===== config.mk =====
export PLATFORM = sky130hd
export DESIGN_NAME = cv_frame_scheduler
export DESIGN_NICKNAME = d
export VERILOG_FILES = /design/src/rtl/cv_sched_pkg.sv /design/src/rtl/cv_slew_step.sv /design/src/rtl/cv_frame_scheduler.sv
export SDC_FILE = /design/constraint.sdc
export NUM_CORES = 1
export LEC_CHECK = 0
export CORE_MARGIN = 1
export CORE_UTILIZATION = 45
export DETAILED_ROUTE_END_ITERATION = 8
export PLACE_DENSITY = 0.8
export SETUP_SLACK_MARGIN = 0.15
export SYNTH_ARGS = -nofsm -noshare
export SYNTH_HDL_FRONTEND = slang
export SYNTH_SLANG_ARGS = --single-unit

===== constraint.sdc =====
create_clock -name i_Clock -period 5 [get_ports i_Clock]
set_clock_uncertainty 0.05 [all_clocks]
set_input_delay 0.5 -clock i_Clock [delete_from_list [all_inputs] [get_ports i_Clock]]
set_output_delay 0.5 -clock i_Clock [all_outputs]
set_load 0.1 [all_outputs]

===== src/rtl/cv_sched_pkg.sv =====
// Shared types and constants for the CV frame scheduler.
// Optional slewing of applied CV words is enabled with the CV_SLEW_EN macro.
package cv_sched_pkg;

    localparam int NUM_CV    = 7;
    localparam int CV_WIDTH  = 16;
    localparam int WD_WIDTH  = 22;
    localparam int IDX_WIDTH = 3;

    localparam logic [CV_WIDTH-1:0] SLEW_STEP = 16'd512;

    typedef enum logic [2:0] {
        ST_IDLE    = 3'd0,
        ST_CAPTURE = 3'd1,
        ST_PENDING = 3'd2,
        ST_APPLY   = 3'd3,
        ST_DONE    = 3'd4
    } state_e;

    typedef logic [CV_WIDTH-1:0] cv_word_t;

endpackage


===== src/rtl/cv_slew_step.sv =====
// One-channel rate limiter: moves current toward target by at most step.
// Works in 17 bits so the result never wraps past 0 or full scale.
module cv_slew_step
    import cv_sched_pkg::*;
(
    input  logic [CV_WIDTH-1:0] target_i,
    input  logic [CV_WIDTH-1:0] current_i,
    input  logic [CV_WIDTH-1:0] step_i,
    output logic [CV_WIDTH-1:0] next_o
);

    logic [CV_WIDTH:0] diff_s;

    // Compare the distance to the target against the allowed step
    always_comb begin
        if (target_i >= current_i) begin
            diff_s = {1'b0, target_i} - {1'b0, current_i};
            if (diff_s <= {1'b0, step_i}) begin
                next_o = target_i;
            end else begin
                next_o = current_i + step_i;
            end
        end else begin
            diff_s = {1'b0, current_i} - {1'b0, target_i};
            if (diff_s <= {1'b0, step_i}) begin
                next_o = target_i;
            end else begin
                next_o = current_i - step_i;
            end
        end
    end

endmodule


===== src/rtl/cv_frame_scheduler.sv =====
// Captures CV frames from the SPI receiver and applies them on sample boundaries.
// CV_SLEW_EN: rate-limit each applied word and re-apply on idle ticks until settled.
module cv_frame_scheduler
    import cv_sched_pkg::*;
#(
    parameter int TIMEOUT_CYCLES = 2400000
) (
    input  logic                         i_Clock,
    input  logic                         i_Reset,
    input  logic [NUM_CV*CV_WIDTH-1:0]   i_Frame_Data,
    input  logic                         i_Frame_Received,
    input  logic                         i_Sample_Tick,
    output logic [NUM_CV*CV_WIDTH-1:0]   o_CV,
    output logic                         o_CV_Valid,
    output logic                         o_Link_OK,
    output logic [7:0]                   o_Frame_Count
);

    localparam logic [WD_WIDTH-1:0]  WD_MAX   = WD_WIDTH'(TIMEOUT_CYCLES - 1);
    localparam logic [IDX_WIDTH-1:0] IDX_LAST = IDX_WIDTH'(NUM_CV - 1);

    logic                 sync1_q;
    logic                 sync2_q;
    logic                 prev_q;
    logic                 frame_edge_s;
    state_e               state_q;
    logic [IDX_WIDTH-1:0] idx_q;
    cv_word_t             shadow_q [NUM_CV];
    cv_word_t             cv_q     [NUM_CV];
    logic                 pending_q;
    logic                 edge_pend_q;
    logic                 full_pass_q;
    logic                 unsettled_q;
    logic                 valid_q;
    logic                 link_q;
    logic [7:0]           count_q;
    logic [WD_WIDTH-1:0]  wd_q;
    logic [WD_WIDTH-1:0]  wd_d;
    cv_word_t             step_s;
    cv_word_t             next_word_s;
    logic                 diff_any_s;

    assign frame_edge_s = sync2_q & ~prev_q;

`ifdef CV_SLEW_EN
    assign step_s = SLEW_STEP;

    // Any channel still short of its shadow target after a pass
    always_comb begin
        diff_any_s = 1'b0;
        for (int k = 0; k < NUM_CV; k++) begin
            diff_any_s = diff_any_s | (cv_q[k] != shadow_q[k]);
        end
    end
`else
    // A full-scale step makes the limiter a direct copy of the target
    assign step_s     = {CV_WIDTH{1'b1}};
    assign diff_any_s = 1'b0;
`endif

    cv_slew_step u_slew (
        .target_i  (shadow_q[idx_q]),
        .current_i (cv_q[idx_q]),
        .step_i    (step_s),
        .next_o    (next_word_s)
    );

    // Saturating watchdog increment
    always_comb begin
        if (wd_q == WD_MAX) begin
            wd_d = wd_q;
        end else begin
            wd_d = wd_q + 22'd1;
        end
    end

    // Synchroniser, watchdog and sequencing FSM with registered outputs
    always_ff @(posedge i_Clock) begin
        if (i_Reset) begin
            sync1_q     <= 1'b0;
            sync2_q     <= 1'b0;
            prev_q      <= 1'b0;
            state_q     <= ST_IDLE;
            idx_q       <= 3'd0;
            pending_q   <= 1'b0;
            edge_pend_q <= 1'b0;
            full_pass_q <= 1'b0;
            unsettled_q <= 1'b0;
            valid_q     <= 1'b0;
            link_q      <= 1'b0;
            count_q     <= 8'd0;
            wd_q        <= 22'd0;
            for (int k = 0; k < NUM_CV; k++) begin
                shadow_q[k] <= 16'd0;
                cv_q[k]     <= 16'd0;
            end
        end else begin
            sync1_q <= i_Frame_Received;
            sync2_q <= sync1_q;
            prev_q  <= sync2_q;
            wd_q    <= wd_d;
            valid_q <= 1'b0;
            if (wd_q == WD_MAX) begin
                link_q <= 1'b0;
            end
            case (state_q)
                ST_IDLE: begin
                    if (frame_edge_s) begin
                        state_q <= ST_CAPTURE;
                    end else if (i_Sample_Tick && unsettled_q) begin
                        state_q     <= ST_APPLY;
                        idx_q       <= 3'd0;
                        full_pass_q <= 1'b0;
                    end
                end
                ST_CAPTURE: begin
                    // Flag already dropped means the receiver started overwriting the frame
                    if (sync2_q) begin
                        for (int k = 0; k < NUM_CV; k++) begin
                            shadow_q[k] <= i_Frame_Data[k*CV_WIDTH +: CV_WIDTH];
                        end
                        wd_q      <= 22'd0;
                        link_q    <= 1'b1;
                        pending_q <= 1'b1;
                        state_q   <= ST_PENDING;
                    end else begin
                        state_q <= pending_q ? ST_PENDING : ST_IDLE;
                    end
                end
                ST_PENDING: begin
                    if (i_Sample_Tick) begin
                        state_q     <= ST_APPLY;
                        idx_q       <= 3'd0;
                        full_pass_q <= 1'b1;
                        pending_q   <= 1'b0;
                        if (frame_edge_s) begin
                            edge_pend_q <= 1'b1;
                        end
                    end else if (frame_edge_s) begin
                        state_q <= ST_CAPTURE;
                    end
                end
                ST_APPLY: begin
                    cv_q[idx_q] <= next_word_s;
                    if (frame_edge_s) begin
                        edge_pend_q <= 1'b1;
                    end
                    if (idx_q == IDX_LAST) begin
                        state_q <= ST_DONE;
                    end else begin
                        idx_q <= idx_q + 3'd1;
                    end
                end
                ST_DONE: begin
                    valid_q     <= 1'b1;
                    unsettled_q <= diff_any_s;
                    if (full_pass_q) begin
                        count_q <= count_q + 8'd1;
                    end
                    if (edge_pend_q || frame_edge_s) begin
                        edge_pend_q <= 1'b0;
                        state_q     <= ST_CAPTURE;
                    end else begin
                        state_q <= ST_IDLE;
                    end
                end
                default: begin
                    state_q <= ST_IDLE;
                end
            endcase
        end
    end

    // Repack the applied bank onto the output bus
    always_comb begin
        o_CV = '0;
        for (int k = 0; k < NUM_CV; k++) begin
            o_CV[k*CV_WIDTH +: CV_WIDTH] = cv_q[k];
        end
    end

    assign o_CV_Valid    = valid_q;
    assign o_Link_OK     = link_q;
    assign o_Frame_Count = count_q;

endmodule


# Word-level counts from Yosys, hierarchy flattened

Memories as Yosys holds them, arrays and structs flattened. A register that Yosys moved wholly into a read port is not among the register bits.
Cells that the tools add are included.

Register bits after elaboration: 44
Latch bits: 0
Bits in writable memories: 224
ROM bits: 0
Input port bits: 116
Output and inout port bits: 122
Word-level logic and storage cells: 113
Memories: 2

Memory list:

| memory   | depth | width | rd ports | clocked after memory_dff | write ports | RTL line                 | source |
|---|---|---|---|---|---|---|---|
| cv_q     | 7     | 16    | 8        | 1                        | 7           | cv_frame_scheduler.sv:29 | `cv_word_t cv_q [NUM_CV];` |
| shadow_q | 7     | 16    | 1        | 1                        | 7           | cv_frame_scheduler.sv:28 | `cv_word_t shadow_q [NUM_CV];` |

Add/sub/neg operators: 7
Multipliers: 0
Divide/modulo/power cells: 0
Order comparisons: 3
Equal/unequal tests: 14
Shift operators: 0
Mux-type cells: 52
Bitwise logic cells: 10
Reduce and logical (&&, ||, !) cells: 13

Operators by type and width:

| operator               | number |
|---|---|
| $mux 16                | 11 |
| $mux 22                | 3 |
| $le 17x16->1 const B   | 2 |
| $sub 16x16->17         | 2 |
| $mux 3                 | 10 |
| $add 22x1->22 const B  | 1 |
| $eq 22x22->1 const B   | 1 |
| $mux 1                 | 22 |
| $add 16x16->16 const B | 1 |
| $ge 16x16->1           | 1 |
| $reduce_or 16->1       | 1 |
| $sub 16x16->16 const B | 1 |
| $pmux 3 s5             | 1 |
| $ne 2x2->1 const B     | 7 |
| $reduce_and 3->1       | 3 |
| $add 8x1->8 const B    | 1 |
| $or 1x1->1             | 7 |
| $eq 3x2->1 const B     | 2 |
| $eq 3x3->1 const B     | 2 |
| $pmux 3 s2             | 1 |
| $reduce_bool 3->1      | 2 |
| $reduce_and 5->1       | 1 |
| $mux 2                 | 2 |
| $reduce_and 4->1       | 1 |
| 11 further kinds       | 13 |

# Longest topological paths before layout

Gate-level depths: netlist (run 1).

Depth in word-level cells: 6
Depth in mapped cells: 23
Depth with buffers taken out: 16

# Modules after synthesis

From an unflattened synthesis (run 1), not the netlist that was laid out.

Cells, all modules: 1449
Area, all modules: 16370.7 µm²

By module, submodules not included:

| module             | times used | cells an instance | area each (µm²) |
|---|---|---|---|
| cv_frame_scheduler | 1          | 924               | 12562.0 |
| cv_slew_step       | 1          | 525               | 3808.7 |

# Worst setup path after synthesis (run 1)

Ideal clock, no wire load.

Path kind: reg2reg
Start point: register state_q[0]
End point: memory shadow_q[0][0] in the netlist's numbering, enable pin
Arrival: 4515 ps
Data required time: 4430 ps
Slack: -85 ps
Cell stages (with the launch flop): 7
Path buffers: 3
Cell sequence: dfxtp_1 > clkbuf_1 > nand2b_1 > nor3b_1 > or2_2 > clkbuf_1 > clkbuf_1

RTL lines:

| item                   | RTL line                  | source |
|---|---|---|
| start, declared        | cv_frame_scheduler.sv:26  | `state_e state_q;` |
| start signal, assigned | cv_frame_scheduler.sv:127 | `state_q <= pending_q ? ST_PENDING : ST_IDLE;` |
| end, declared          | cv_frame_scheduler.sv:28  |  |

==> results of run 1 <==
## report_power, final
group	switching (uW)	internal (uW)	leakage [uW]
Sequential	39.9	2640	0.00278
Clock	913	1290	0.000469
Combinational	410	214	0.00334
Total	1360	4140	0.00659
## Yosys cell counts, drive strengths merged (17+ instances only)
| master | instances |
|---|---|
| mux2i | 74 |
| ha | 37 |
| nor2 | 138 |
| nand2 | 88 |
| dfxtp | 63 |
| nand4 | 17 |
| o21ai | 43 |
| nor3 | 37 |
| edfxtp | 224 |
| a21oi | 25 |
| mux4 | 36 |
| nand3 | 48 |
| buf | 25 |
| nor2b | 27 |
| clkbuf | 35 |
| inv | 57 |
| xor2 | 18 |
| xnor2 | 28 |
| and2 | 108 |
## path summary, 6_finish.rpt
| check | start | end | slack (ns) | cells past startpoint |
|---|---|---|---|---|
| worst max register to register | register | cv_q[4][12] | 0.44 | 12 |
| worst min register to register | sync1_q | sync2_q | 0.41 | 1 |
| worst max-delay path | register | cv_q[4][12] | 0.44 | 12 |
| worst min-delay path | sync1_q | sync2_q | 0.41 | 1 |
## logic make-up (layout without fill, tap and decap cells)
kind of cell / Yosys count / after routing / synth area share, %
buffers and inverters: 117 / 390 / 3.542
flip-flops: 287 / 287 / 54.62
XOR/XNOR: 46 / 46 / 2.755
AO/OA/AOI/OAI: 131 / 131 / 6.511
AND/OR/NAND/NOR: 507 / 507 / 17.87
multiplexers: 113 / 113 / 11.26
adder cells (fa/ha/maj): 39 / 39 / 3.439
## routing by layer
layer | part of all wire [%] | vias to the layer above | track usage [%]
met1 | 39 | 5320 | 30.62
met4 | 3.1 | 0 | 8.202
met5 | 0 | - | 0
li1 | - | 4953 | -
met2 | 50 | 555 | 41.32
met3 | 7.6 | 97 | 3.652
## sequential cells by signal, summed over array words and instances, names as in the netlist, named ones only
| register | cells |
|---|---|
| edge_pend_q | 1 |
| state_q | 3 |
| o_Link_OK | 1 |
| full_pass_q | 1 |
| sync2_q | 1 |
| wd_q | 22 |
| o_Frame_Count | 8 |
| cv_q | 128 |
| pending_q | 1 |
| sync1_q | 1 |
| idx_q | 3 |
| prev_q | 1 |
| o_CV_Valid | 1 |
| shadow_q | 112 |
## cell type report
class	count	area share [%]
flip-flops and latches	287	43.06
inverters	57	1.152
clock inverters	18	1.051
clock buffers	36	4.103
well taps	435	2.931
multi-input cells	836	33.06
repair buffers	279	14.65
## metrics by stage
| step | utilization [%] | hold slack (ns) | power [uW] | setup WS [ns] |
|---|---|---|---|---|
| after floorplan | - | 0.3638 | 3112 | 0.5124 |
| after global placement | 55.36 | 0.3696 | 3338 | 0.5634 |
| after detailed placement | 55.36 | 0.3989 | 3346 | 0.4384 |
| after CTS | 58.37 | 0.4104 | 5504 | 0.4136 |
| after global routing | 58.40 | 0.4330 | 5644 | 0.1606 |
| final | 58.40 | 0.4101 | 5501 | 0.4380 |
==> impl_metrics.csv, run 1 <==
group,metric,value,unit
routing,routedWlPerCell,20.61,um
routing,viasPerCell,5.608,
final_layout,antenna_cells,0,
clock_network,cts_hold_buf,0,
floorplan,io_pins,238,
placement,dpl_cell_area,17600,um2
floorplan,coreArea,31800,um2
logic_synthesis,synth-edff-count,224,
min_path,hold_path.class,"register to register",
floorplan,die_y,182.3,um
final_layout,multi_input_area,6140,um2
final_layout,final_cells,1948,
floorplan,std_cell_rows,65,
floorplan,chipWidth,182.3,um
clock_network,ctsHtreeMaxLevel,1,
sta,grt_setup_unrepaired,"no",
sta,post-route-min-period,4.562,ns
logic_synthesis,synth.yosys.seq_area_share,54.62,%
logic_synthesis,ys_types,79,
placement,hpwl,29280,um
routing,ant_nets,0,
clock_network,cts_buffers,29,
clock_network,cts_num_sinks,287,
final_layout,final_cell_area,18570,um2
critical_path,crit_path_frequent_cell,"buf_4",
routing,vias,10925,
sta,setup_viol,0,
critical_path,crit_fanout,15,
clock_network,cts_buffer_depth,3,
final_layout,final_cell_mix,"clkdlybuf4s50_1 (236), edfxtp_1 (224), nor2_1 (137)",
logic_synthesis,synth_nets,1395,
routing,drc,0,
grt,gr-total-overflow,0,
routing,drt_iter0_drc,1176,
logic_synthesis,synth_ff_type,"edfxtp_1",
critical_path,crit_chain,"buf_4 -> mux4_2 -> mux2i_1 -> ha_1 -> and3_1 -> a221oi_1 -> o21ai_1 -> o41ai_4 -> buf_4 -> nor3_1 -> a221oi_2 -> nor2_1",
clock_network,cts_resized,0,
final_layout,nFillCells,2501,
logic_synthesis,yosysTopAreaCellShare,46.00,%
critical_path,critPathTopFamily,"compound AO/OA/AOI/OAI gates",
sta,slew_viol_final,0,
clock_network,clock_latency,0.56,ns
power_and_ir_drop,peakVddDrop,229.0,uV
sta,fin_setup_tns,0,ns
clock_network,cts_setup_buffers,0,
final_layout,drive_above_1_share,11.57,%
logic_synthesis,yosysWarnings,0,
final_layout,nNetsFinal,1645,
clock_network,path_clk_slew,0.06,ns
placement,place_congestion,0.9631,
final_layout,area.sequential,7996,um2
final_layout,layout_commonest_cell,"clkdlybuf4s50_1",
grt,grt_antenna_before_repair,0,
status,outcome,"finished, final reports clean",
grt,grt_start_max_net_pins,97,
sta,worstMarginPinSlew,1.246,ns
clock_network,cts_tree,"done",
sta,relSlewSlack,16.90,%
logic_synthesis,synth_area,14620,um2
logic_synthesis,syn_avg_cell_area,11.79,um2
grt,grt_pass1_vias,10878,
critical_path,worst-setup-path-type,"register to register",
routing,drt-total-wl,40160,um
critical_path,end_kind,"register",
sta,max_freq,0.2192,GHz
sta,timing.final.crit_share,91.24,%
logic_synthesis,async_flop_share,0,%
critical_path,arrival,4.78,ns
critical_path,required,5.22,ns
run,drv_cap,0,
critical_path,crit_buf_inv,2,
logic_synthesis,yosys_register_bits,287,
placement,io_buffers,237,
critical_path,cp_slowest_stage_delay,0.53,ns
sta,hold_viol,0,
grt,grt_pass1_wl,61100,um
clock_network,clock_tree.root_cell,"clkbuf_16",
floorplan,initial_utilization,45.99,%
critical_path,crit_path_top_delay_cell,"dfxtp_4",
floorplan,dieArea,33220,um2
grt,grt_use_total,23.90,%
power_and_ir_drop,cellPowerDensity,296.2,nW/um2
logic_synthesis,synthCells,1240,
power_and_ir_drop,p_leak,0.006589,uW
critical_path,start_kind,"register",
logic_synthesis,yosysTopAreaCell,"edfxtp_1",
routing,first_pass_iters,7,
logic_synthesis,ys_top_cells_by_area,"edfxtp_1 (46%), dfxtp_1 (8.6%), mux4_2 (5.4%), mux2i_1 (4.7%), and2_1 (4.6%)",
final_layout,synthToLayoutAreaGrowth,26.99,%
placement,dp.cells,1894,
No activity file was read; power rests on OpenSTA's default activity.
==> inputs of run 2 (changes only) <==
PLACE_DENSITY = 0.77   (was 0.8)
clock period = 4.71 ns   (was 5 ns; I/O delays follow)
==> run 2 against run 1 <==
Compared with the run above: die area is the same; global-route usage is 0.35 points lower; core utilization is 0.62 points higher; register-to-register slack worse by 0.05 ns; sequential power is 6% higher; sequential share of layout area fell by 0.44 points; setup slack worse by 0.050 ns.
==> impl_metrics.csv, run 2 (synthesis results as in run 1) <==
group,metric,value,unit
status,outcome,"finished, final reports clean",
grt,grt_pass1_vias,10546,
clock_network,cts_buffers,30,
critical_path,critPathTopFamily,"compound AO/OA/AOI/OAI gates",
final_layout,layout_commonest_cell,"clkdlybuf4s50_1",
power_and_ir_drop,switchingPower,1443,uW
critical_path,worst-setup-path-type,"register to register",
final_layout,regMostFlops,"cv_q",
critical_path,rr_endpoint,"cv_q[7][5]",
power_and_ir_drop,switching_share,24.79,%
power_and_ir_drop,cellPowerDensity,310.2,nW/um2
floorplan,io_pins,238,
floorplan,die_y,182.3,um
critical_path,end_kind,"register",
routing,vias,10625,
final_layout,reg_top3,"cv_q x128, shadow_q x112, wd_q x22",
sta,timing.final.crit_share,91.77,%
power_and_ir_drop,internal_power,4379,uW
sta,relSlewSlack,26.72,%
final_layout,nFillCells,2524,
clock_network,path_clk_slew,0.06,ns
power_and_ir_drop,peakVddDrop,319.7,uV
routing,first_pass_iters,5,
sta,worstMarginPinSlew,1.097,ns
sta,slew_viol_final,0,
critical_path,crit_chain,"buf_4 -> mux4_2 -> mux2i_4 -> inv_2 -> ha_1 -> inv_1 -> fa_1 -> and3_1 -> o211ai_1 -> a31oi_1 -> or3_1 -> nor3_4 -> a221o_1 -> a22oi_2 -> inv_1",
critical_path,cp_slowest_stage_delay,0.58,ns
critical_path,crit_buf_inv,4,
clock_network,cts_num_sinks,287,
critical_path,crit_path_frequent_cell,"inv_1",
placement,dpl_cell_area,17710,um2
critical_path,ff2ff_path_depth,15,
sta,setup_slack,0.3878,ns
grt,grt_antenna_before_repair,0,
power_and_ir_drop,pwr-share-comb,11.5,%
final_layout,drive_above_1_share,12.58,%
clock_network,cts_hold_buf,0,
final_layout,synthToLayoutAreaGrowth,28.35,%
sta,setup_viol,0,
routing,drc,0,
clock_network,cts_tree,"done",
critical_path,start_kind,"register",
run,drv_cap,0,
critical_path,arrival,4.56,ns
routing,ant_nets,0,
floorplan,coreArea,31800,um2
sta,hold_viol,0,
floorplan,dieArea,33220,um2
floorplan,std_cell_rows,65,
critical_path,cp-endpoint,"cv_q[7][5]",
power_and_ir_drop,p_leak,0.006693,uW
clock_network,clock_tree.root_cell,"clkbuf_16",
critical_path,cp.depth,15,
routing,drt-total-wl,39400,um
final_layout,nNetsFinal,1666,
routing,viasPerCell,5.396,
grt,grt_pass1_wl,59430,um
placement,place_congestion,0.9226,
final_layout,final_cell_area,18770,um2
final_layout,antenna_cells,0,
floorplan,initial_utilization,45.99,%
critical_path,crit_fanout,12,
sta,grt_setup_unrepaired,"no",
min_path,hold_path.class,"register to register",
final_layout,multi_input_area,6145,um2
clock_network,clock_latency,0.57,ns
critical_path,rrSetupSlack,0.39,ns
clock_network,cts_buffer_depth,3,
sta,post-route-min-period,4.322,ns
placement,io_buffers,237,
routing,drt_iter0_drc,1002,
placement,pre_cts_slack,0.2545,ns
floorplan,chipWidth,182.3,um
final_layout,largest_reg_flops,128,
clock_network,ctsHtreeMaxLevel,1,
critical_path,crit_path_top_delay_cell,"mux4_2",
placement,hpwl,28900,um
sta,fin_setup_tns,0,ns
grt,gr-total-overflow,0,
final_layout,final_cell_mix,"clkdlybuf4s50_1 (236), edfxtp_1 (224), nor2_1 (137)",
critical_path,required,4.95,ns
power_and_ir_drop,p_clk_share,39.8,%
grt,grt_start_max_net_pins,80,
power_and_ir_drop,p_seq_share,48.7,%
grt,grt_use_total,23.56,%
final_layout,area.sequential,7999,um2
sta,max_freq,0.2314,GHz
routing,routedWlPerCell,20.01,um
-- run 2: layout make-up --
cell class              instances  share of cell area [%]
clock inverters                10                  0.5533
flip-flops and latches        287                   42.62
repair buffers                299                   15.52
clock buffers                  45                   4.520
inverters                      57                   1.153
well taps                     435                   2.900
multi-input cells             836                   32.74
-- run 2: what timing repair did --
| item | 4_1_cts | 5_1_grt |
|---|---|---|
| resized for setup | 0 | 5 |
| buffers inserted | 0 | 10 |
| endpoints found under the setup margin | 0 | 122 |
-- run 2: how the worst min path moves through the flow --
stage,start,endpoint,slack [ns],cells after the start
final,sync1_q,sync2_q,0.39,1
after global routing,sync1_q,sync2_q,0.41,1
after CTS,sync1_q,sync2_q,0.39,1
after detailed placement,sync1_q,sync2_q,0.38,1
after global placement,sync1_q,sync2_q,0.37,1
after floorplan,sync1_q,sync2_q,0.36,1
-- run 2: per-layer routing --
metal | global-route usage (%) | part of all wire [%] | wire [um]
met1 | 29.63 | 39 | 15550
met2 | 41.53 | 51 | 20050
met3 | 3.812 | 6.9 | 2738
met4 | 7.294 | 2.7 | 1061
met5 | 0 | 0 | 0
-- run 2: metrics by stage --
step	power (uW)	utilization [%]	hold WS, ns	instances
3_3_place_gp	3547	55.70	0.3743	1904
4_1_cts	5832	58.69	0.3916	1959
2_1_floorplan	3304	-	0.3638	1240
3_5_place_dp	3556	55.70	0.3773	1904
6_report	5822	59.02	0.3914	1969
5_1_grt	5968	59.02	0.4117	1969
-- run 2: power groups by stage --
stage          combinational, uW  sequential [uW]  clock (uW)
4_1_cts                      666             2840        2330
5_1_grt                      703             2840        2420
2_1_floorplan                207             3100           0
6_report                     667             2840        2320
3_5_place_dp                 664             2890           0
3_3_place_gp                 659             2890           0
==> inputs of run 3 (changes only) <==
RECOVER_POWER = 25   (was unset)
==> run 3 against run 2 <==
Compared with the run above: the run now ends with max-capacitance violations, max-slew violations left; sequential share of layout area about the same; combinational power decreased by 0.7%; sequential power about the same; largest power group unchanged; setup slack improved by 0.0069 ns; cell count unchanged; first-iteration DRC count decreased by 6.5%; highest routed layer unchanged; critical path type unchanged; critical endpoint unchanged; fmax increased by 0.16%; worst hold slack about the same; cell area about the same.
==> impl_metrics.csv, run 3 (synthesis results as in run 1) <==
group,metric,value,unit
grt,gr-total-overflow,0,
final_layout,regMostFlops,"cv_q",
placement,pre_cts_slack,0.2545,ns
routing,drt_iter0_drc,937,
power_and_ir_drop,cellPowerDensity,309.7,nW/um2
min_path,hp-start,"sync1_q",
grt,grt_pass1_wl,59430,um
floorplan,std_cell_rows,65,
final_layout,final_cell_mix,"edfxtp_1 (224), clkdlybuf4s50_1 (187), nor2_1 (137)",
routing,drt-total-wl,39360,um
critical_path,crit_fanout,12,
final_layout,nFillCells,2525,
power_and_ir_drop,switchingPower,1437,uW
critical_path,end_kind,"register",
sta,fin_setup_tns,0,ns
power_and_ir_drop,switching_share,24.73,%
power_and_ir_drop,peakVddDrop,319.0,uV
run,drv_cap,1,
critical_path,rr_endpoint,"cv_q[7][5]",
clock_network,cts_buffers,30,
floorplan,coreArea,31800,um2
floorplan,dieArea,33220,um2
placement,io_buffers,237,
critical_path,worst-setup-path-type,"register to register",
critical_path,crit_chain,"buf_4 -> mux4_2 -> mux2i_4 -> inv_2 -> ha_1 -> inv_1 -> fa_1 -> and3_1 -> o211ai_1 -> a31oi_1 -> or3_1 -> nor3_4 -> a221o_1 -> a22oi_2 -> inv_1",
status,violations,"max-capacitance violations, max-slew violations",
routing,routedWlPerCell,19.99,um
routing,vias,10615,
clock_network,path_clk_slew,0.06,ns
power_and_ir_drop,internal_power,4374,uW
floorplan,die_y,182.3,um
sta,worstMarginPinSlew,2.340,ns
grt,grt_start_max_net_pins,80,
critical_path,crit_path_top_delay_cell,"mux4_2",
floorplan,chipWidth,182.3,um
clock_network,ctsHtreeMaxLevel,1,
final_layout,post-route-util,59.00,%
clock_network,cts_hold_buf,0,
sta,max_freq,0.2317,GHz
final_layout,reg_top3,"cv_q x128, shadow_q x112, wd_q x22",
final_layout,synthToLayoutAreaGrowth,28.29,%
critical_path,arrival,4.55,ns
routing,viasPerCell,5.391,
min_path,hold_path.class,"register to register",
sta,hold_viol,0,
min_path,holdPathStages,1,
clock_network,cts_num_sinks,287,
sta,relSlewSlack,-55.99,%
sta,slew_viol_final,49,
floorplan,initial_utilization,45.99,%
routing,ant_nets,0,
power_and_ir_drop,p_seq_share,48.8,%
final_layout,largest_reg_flops,128,
critical_path,cp_slowest_stage_delay,0.59,ns
sta,grt_setup_unrepaired,"no",
grt,grt_use_total,23.56,%
critical_path,ff2ff_path_depth,15,
clock_network,clock_latency,0.57,ns
placement,place_congestion,0.9226,
power_and_ir_drop,p_leak,0.006765,uW
power_and_ir_drop,p_clk_share,39.8,%
power_and_ir_drop,pwr-share-comb,11.4,%
critical_path,required,4.95,ns
critical_path,rrSetupSlack,0.39,ns
clock_network,cts_buffer_depth,3,
sta,setup_viol,0,
status,outcome,"finished, violations left",
floorplan,io_pins,238,
grt,grt_antenna_before_repair,0,
placement,hpwl,28900,um
final_layout,layout_commonest_cell,"edfxtp_1",
grt,grt_pass1_vias,10546,
sta,post-route-min-period,4.315,ns
clock_network,cts_tree,"done",
final_layout,antenna_cells,0,
clock_network,clock_tree.root_cell,"clkbuf_16",
min_path,hold-path-endpoint,"sync2_q",
routing,drc,0,
sta,timing.final.crit_share,91.62,%
sta,setup_slack,0.3947,ns
final_layout,drive_above_1_share,12.39,%
routing,first_pass_iters,6,
critical_path,start_kind,"register",
critical_path,crit_path_frequent_cell,"inv_1",
final_layout,nNetsFinal,1666,
## run 3: changes by cell type in the layout (fill, tap and decap cells not counted)
cell and delta:
dlygate4sd3_1 +49, a31o_2 -1, buf_2 -1, clkbuf_1 +2, or2_2 +1, clkdlybuf4s50_1 -49, or2_4 -1, buf_4 -1
a31o_1 +1
## run 3: per-stage QoR
step | hold WS (ns) | instance area [um2] | total power, uW | cells
2_1_floorplan | 0.3638 | 14630 | 3304 | 1240
3_3_place_gp | 0.3743 | 17710 | 3547 | 1904
3_5_place_dp | 0.3773 | 17710 | 3556 | 1904
4_1_cts | 0.3916 | 18660 | 5832 | 1959
5_1_grt | 0.4117 | 18760 | 5963 | 1969
6_report | 0.3914 | 18760 | 5810 | 1969
## run 3: area by class of cell
cell class | instances | area, um2 | area share (%)
flip-flops and latches | 287 | 7999 | 42.63
multi-input cells | 836 | 6142 | 32.74
repair buffers | 299 | 2908 | 15.50
clock buffers | 45 | 848.3 | 4.522
well taps | 435 | 544.3 | 2.901
inverters | 57 | 216.5 | 1.154
clock inverters | 10 | 103.9 | 0.5535
## run 3: how the worst max path moves through the flow
stage / end / slack (ns)
floorplan: cv_q[5][5] / 0.22
global placement: cv_q[1][13] / 0.28
detailed placement: cv_q[1][13] / 0.25
CTS: cv_q[3][15] / 0.25
global route: cv_q[7][5] / 0.16
finish: cv_q[7][5] / 0.39
## run 3: routing by layer
layer	part of all wire [%]	vias to the layer above	GRT usage (%)
li1	-	5008	-
met1	39	5092	29.63
met2	51	438	41.53
met3	7.2	77	3.812
met4	2.7	0	7.294
met5	0	-	0
## run 3: what timing repair did
action,4_1_cts,5_1_grt
setup endpoints to repair,0,122
buffers inserted,0,10
resized for setup,0,5
## run 3: power by group through the flow
| stage | Sequential, uW | Combinational, uW | Clock, uW |
|---|---|---|---|
| global route | 2840 | 698 | 2420 |
| floorplan | 3100 | 207 | 0 |
| CTS | 2840 | 666 | 2330 |
| finish | 2840 | 662 | 2310 |
| global placement | 2890 | 659 | 0 |
| detailed placement | 2890 | 664 | 0 |
## run 3: worst max-delay path: cells and delay by family, from the launching register on
kind,cells,cell delay (ns)
AO/OA/AOI/OAI,4,1.23
adder cells (fa/ha/maj),2,0.38
buffers and inverters,4,0.58
flip-flops,1,0.49
multiplexers,2,0.83
AND/OR/NAND/NOR,3,0.49
